`src/rtl/reg_scoreboard.sv`:
```
// reg_scoreboard: pending-write scoreboard for the RISC-V issue stage.
// Tracks architectural registers with an issued, not-yet-written-back write.
// Issue stalls on RAW hazards (a source is pending) and WAW hazards (the
// destination is pending). Writeback clears the pending bit.
// Optional feature macro: SB_WB_BYPASS_EN. When it is defined, a register
// being written back this cycle counts as ready. The register file writes on
// negedge, so the value is in place before the consumer reads it.
`timescale 1ns/1ps
module reg_scoreboard #(
    parameter int NREG = 32,
    parameter int CNTW = 6
) (
    input  logic            clk,
    input  logic            rst,
    input  logic            flush,
    input  logic            issue_valid,
    input  logic            issue_wr,
    input  logic [4:0]      issue_rd,
    input  logic [4:0]      issue_rs1,
    input  logic [4:0]      issue_rs2,
    output logic            issue_ready,
    output logic            stall,
    input  logic            wb_valid,
    input  logic [4:0]      wb_rd,
    output logic [NREG-1:0] busy_vec,
    output logic [CNTW-1:0] pending_cnt,
    output logic            wb_err
);

    logic [NREG-1:0] busy_q, busy_d;
    logic [CNTW-1:0] cnt_q, cnt_d;
    logic            err_q, err_d;

    logic [NREG-1:0] eff_busy;
    logic [NREG-1:0] wb_sel;
    logic [NREG-1:0] set_vec;
    logic [NREG-1:0] clr_vec;
    logic [NREG-1:0] rs1_hit;
    logic [NREG-1:0] rs2_hit;
    logic [NREG-1:0] rd_hit;

    logic raw, waw, accept, set_any, clr_any, wb_miss;

    // Per-register decode. Each register compares the issue and writeback
    // indices against its own number, so no wide muxes are needed. Entry 0 is
    // x0: it is never busy, never set and never cleared.
    generate
        for (genvar gi = 0; gi < NREG; gi++) begin : g_reg
            if (gi == 0) begin : g_zero
                assign wb_sel[gi]   = 1'b0;
                assign eff_busy[gi] = 1'b0;
                assign set_vec[gi]  = 1'b0;
                assign clr_vec[gi]  = 1'b0;
            end else begin : g_arch
                assign wb_sel[gi] = wb_valid && (wb_rd == 5'(gi));
`ifdef SB_WB_BYPASS_EN
                // Writeback this cycle lands before the consumer reads.
                assign eff_busy[gi] = busy_q[gi] && !wb_sel[gi];
`else
                assign eff_busy[gi] = busy_q[gi];
`endif
                assign set_vec[gi] = accept && issue_wr && (issue_rd == 5'(gi));
                assign clr_vec[gi] = wb_sel[gi] && busy_q[gi];
            end
            assign rs1_hit[gi] = eff_busy[gi] && (issue_rs1 == 5'(gi));
            assign rs2_hit[gi] = eff_busy[gi] && (issue_rs2 == 5'(gi));
            assign rd_hit[gi]  = eff_busy[gi] && (issue_rd  == 5'(gi));
        end
    endgenerate

    assign raw         = (|rs1_hit) || (|rs2_hit);
    assign waw         = issue_wr && (|rd_hit);
    assign issue_ready = !(raw || waw);
    assign stall       = issue_valid && !issue_ready;
    assign accept      = issue_valid && issue_ready && !flush;

    assign set_any = |set_vec;
    assign clr_any = |clr_vec;

    // A nonzero writeback that matched no pending bit is a protocol error.
    assign wb_miss = wb_valid && (wb_rd != 5'd0) && !clr_any;

    // Next state: flush wins. Otherwise clear first, then set, so a
    // same-register set and clear leaves the bit set with no net count change.
    always_comb begin
        busy_d = busy_q;
        cnt_d  = cnt_q;
        err_d  = err_q;
        if (flush) begin
            busy_d = '0;
            cnt_d  = '0;
        end else begin
            busy_d = (busy_q & ~clr_vec) | set_vec;
            cnt_d  = cnt_q + CNTW'(set_any) - CNTW'(clr_any);
            err_d  = err_q || wb_miss;
        end
    end

    // State registers with asynchronous reset.
    always_ff @(posedge clk or posedge rst) begin
        if (rst) begin
            busy_q <= '0;
            cnt_q  <= '0;
            err_q  <= 1'b0;
        end else begin
            busy_q <= busy_d;
            cnt_q  <= cnt_d;
            err_q  <= err_d;
        end
    end

    assign busy_vec    = busy_q;
    assign pending_cnt = cnt_q;
    assign wb_err      = err_q;

endmodule
```
`config.mk`:
```
export PLATFORM = sky130hd
export DESIGN_NAME = reg_scoreboard
export DESIGN_NICKNAME = d
export VERILOG_FILES = /design/src/rtl/reg_scoreboard.sv
export SDC_FILE = /design/constraint.sdc
export NUM_CORES = 1
export LEC_CHECK = 0
export ABC_AREA = 1
export CELL_PAD_IN_SITES_DETAIL_PLACEMENT = 1
export CELL_PAD_IN_SITES_GLOBAL_PLACEMENT = 1
export CORE_UTILIZATION = 37
export CTS_CLUSTER_SIZE = 25
export DETAILED_ROUTE_END_ITERATION = 8
export PLACE_DENSITY = 0.83
export SLEW_MARGIN = 20
export SYNTH_ARGS = -nofsm -noshare
export SYNTH_HDL_FRONTEND = slang
export SYNTH_SLANG_ARGS = --single-unit
```
`constraint.sdc`:
```
create_clock -name clk -period 4.23 [get_ports clk]
set_clock_uncertainty 0.05 [all_clocks]
set_input_delay 0.423 -clock clk [delete_from_list [all_inputs] [get_ports clk]]
set_output_delay 0.423 -clock clk [all_outputs]
set_load 0.02 [all_outputs]
```
==> flow_results.org, run 1 <==
** Run status
- Run status :: finished clean

** Timing
- After layout, the worst setup slack is 0.234 ns.
- The routed design could run at a clock period as short as 4.00 ns.
- The worst pin sits at a relative slew slack of 0.648.
- At the pin with the least slew margin, the transition time is 0.528 ns.
- FMAX :: 0.250 GHz
- Setup repair after global routing left no endpoint under its margin.
- Worst hold margin :: 0.436 ns
- After routing, the total negative slack on setup checks comes to 0 ns.
- Of the available clock period, the critical path in the final layout requires 0.945.
- Endpoints failing hold :: 0
- Number of endpoints failing setup at the final stage :: 0
- The max-slew violation total from the final report is 0.

** Place
- Placed Instance Area :: 0.00482 sq mm
- At the end of routability-driven placement, the weighted congestion stood at 1.00.
- Number of buffers added on ports :: 65
- Number of instances in the placed design :: 860
- DP Wirelength :: 13.9 mm
- Worst slack at placement :: -0.215 ns

** Setup path
- The startpoint identified for the worst register-to-register timing path is busy_vec[28].
- Setup crit end :: pending_cnt[4]
- STA classifies the critical path startpoint as an input pin.
- Critical path data arrival time :: 4.13 ns
- The number of cells on the worst reg-to-reg path is 23.
- Kind of end point of the critical path :: register
- STA puts the critical path data required time at 4.36 ns.
- End of the worst register-to-register path :: pending_cnt[4]
- Timing startpoint of the critical path :: issue_rd[3]
- Highest fanout seen on the critical path :: 18
- Setup slack on the worst reg-to-reg path comes out at 0.54 ns.
- Crit Path Category :: in -> reg

** Synth
- Post-synthesis area per instance :: 5.99 sq um
- Counting every instance in the synthesized netlist gives 657.
- Xor and xnor fraction of the mapped netlist area :: 0.00445
- Number of synthesized flops with an enable pin :: 0
- Most used standard cell by instance count after synthesis :: nand2_1
- Proportion of register bits with asynchronous set or reset after synthesis :: 1.00
- Top cells by count, synth :: nand2_1, nor2_1, nand3_1, inv_1, dfrtp_1
- Of the total synthesized cell area, the portion taken by full adders, half adders and majority gates is 0.0242.
- The synthesized design spends more area on one cell type than any other, namely dfrtp_1.
- Fraction of post-synthesis cell area in the top cell type by area :: 0.242
- The portion of synthesized area spent on multiplexers is 0.
- Number of synthesized register bits :: 38
- The synthesized netlist contains 38 unique library cells.
- After synthesis, the cell types taking the most area are dfrtp_1, nand2_1, nor2_1, nand3_1, inv_1.
- Most used DFF post-synth :: dfrtp_1
- In this run the cell area of the synthesized design comes to 0.00394 sq mm.
- Combinational family with the most area after synthesis :: simple AND/OR/NAND/NOR gates
- Post-synthesis compound-gate area fraction :: 0.142
- The Yosys step of the flow raised 0 warnings.
- Of the total synthesized cell area, the portion taken by AND, OR, NAND and NOR gates is 0.490.
- Of the synthesized area, sequential elements account for 0.242.
- Post-Synthesis Net Count :: 690

** GRT
- For this run, the total global-route usage over all layers was measured as 0.333.
- Entering global routing, the biggest net connects 39 pins.
- Vias in the first global route :: 5151
- The total overflow left after global routing is 0.
- Global-route wire length before repair :: 28.0 mm
- Antenna violations before repair :: 0

** CTS
- In this run, CTS created clock tree buffers numbering 5.
- Num Clock Sinks :: 38
- CTS Root Cell :: clkbuf_8
- TritonCTS clock tree :: done
- # H-tree levels :: 2
- Clock Pin Slew Worst Setup and Hold Paths :: 0.08 ns
- Worst-Skew Late Latency :: 0.29 ns
- Maximum clock path buffer count :: 2

** Layout
- Design area :: 0.00500 sq mm
- Relative to the synthesized area, the layout overhead comes to 27.1%.
- Final Net Count :: 768
- Post-layout util :: 0.484
- Diode insertion count for antenna repair :: 0
- Layout cell share with drive strength beyond 1 :: 0.147
- Excluding fillers, the count of instances in the completed layout stands at 872.

** Power
- Leak :: 2.24 nW
- IR analysis of the VDD net gives a maximum drop of 0.000171 V.
- Overall power consumption after layout is estimated at 0.914 mW.
- Cell area power density :: 183 mW/mm^2

** Floorplan
- The floorplan has 37 rows.
- The floorplan step defined a die boundary enclosing 0.0111 sq mm.
- Number of top-level design ports :: 67
- The core region is 0.0103 sq mm.
- The floorplan step set the die width to 105 um.
- Initial Util :: 0.381
- From bottom edge to top edge, the die measures 105 um.

** Job
- Max-cap violations in this run came to 0.

** Routing
- For this run, design rule violations remaining after detail routing come to 0.
- Initial DRT Pass Iterations :: 5
- The first routing iteration left 317 violations.
- Dividing the detail-routed via count by the number of cells gives 5.75.
- The final route contains 5014 vias.
- Post-route ant nets :: 0
- Dividing the detail-routed wire length by the instance count gives 20.9 um.
- Wire length reported by the detailed router :: 18.2 mm

** Hold path
- In this run the most critical hold path is launched from wb_err.
- Hold Path Class :: reg -> reg
power by group:
group	internal, mW	switching, mW	leakage (nW)
sequential	0.372	0.00908	0.524
combinational	0.0920	0.167	1.67
clock	0.131	0.143	0.0472
worst min-delay path by stage:
stage               cells past startpoint      to  slack, ns
floorplan                               1  wb_err       0.54
global placement                        1  wb_err       0.41
detailed placement                      1  wb_err       0.42
CTS                                     1  wb_err       0.44
global route                            1  wb_err       0.47
finish                                  1  wb_err       0.44
what timing repair did:
action,CTS,global route
setup buffers,0,4
endpoints found under the setup margin,0,2
endpoints found under the hold margin,0,0
hold buffers,0,0
resized for setup,0,14
final cells by class:
| type | count | area, sq um |
|---|---|---|
| fillers | 1433 | 5320 |
| multi-input cells | 525 | 2640 |
| repair buffers | 92 | 870 |
| well taps | 136 | 170 |
| inverters | 73 | 274 |
| clock inverters | 2 | 12.5 |
| flip-flops and latches | 38 | 951 |
| clock buffers | 6 | 82.6 |
worst max-delay path, stage by stage:
cell and delay [ns]:
clkdlybuf4s50_1 0.49, buf_4 0.15, inv_2 0.04, nand2_2 0.12
buf_4 0.15, inv_1 0.04, nand3_1 0.07, nand2_1 0.07
nor2_1 0.13, nand2_1 0.06, nor2_1 0.12, nand2_1 0.12
nand2_4 0.21, nand4_1 0.16, nand3_1 0.12, nor2_1 0.05
nand2_1 0.06, nor2_1 0.05, ha_1 0.27, inv_1 0.04
ha_1 0.21, fa_1 0.41, nand2_1 0.07, inv_1 0.05
nor2_1 0.09, o21bai_1 0.09, o21ai_0 0.18, a21oi_1 0.07
logic make-up (layout without fill, tap and decap cells):
logic type | count (synthesis) | in the layout
compound gates | 80 | 80
xor+xnor | 2 | 2
fa+ha+maj | 7 | 7
buf+inv | 94 | 173
flops | 38 | 38
other cells | 1 | 1
simple gates | 435 | 435
metal layers:
layer	GRT usage	up-vias	wire length, um
met5	0	-	0
met4	0.195	0	1050
met3	0.0387	67	1280
met2	0.535	223	8240
met1	0.430	2414	7630
li1	-	2310	-
flip-flops by register name, indices dropped and copies added (netlist names):
name	count
wb_err	1
pending_cnt	6
busy_vec	31
cells in the final DEF (no fill, tap or decap), types with 6 or more instances in the layout:
master	netlist	routed
o2111ai_1	15	15
nor3_1	17	17
nand4_1	19	19
clkdlybuf4s50_1	0	62
nand3_1	68	68
inv_1	66	66
nand2_2	31	30
a21oi_2	20	20
dfrtp_1	38	38
nand2_1	167	166
nor2_1	123	116
nor2_2	2	9
buf_4	2	25
o21ai_0	18	18
a21oi_1	15	15
clkbuf_8	0	6
inv_2	7	7
ha_1	6	6
(Power assumes the default switching activity.)
==> run 2: changes to the inputs <==
--- a/config.mk
+++ b/config.mk
@@ -6,6 +6,7 @@
 export NUM_CORES = 1
 export LEC_CHECK = 0
 export ABC_AREA = 1
+export ABC_CLOCK_PERIOD_IN_PS = 4230
 export CELL_PAD_IN_SITES_DETAIL_PLACEMENT = 1
 export CELL_PAD_IN_SITES_GLOBAL_PLACEMENT = 1
 export CORE_UTILIZATION = 37
==> results of run 2 <==
Final layout, timing and power as in run 1 (identical DEF).
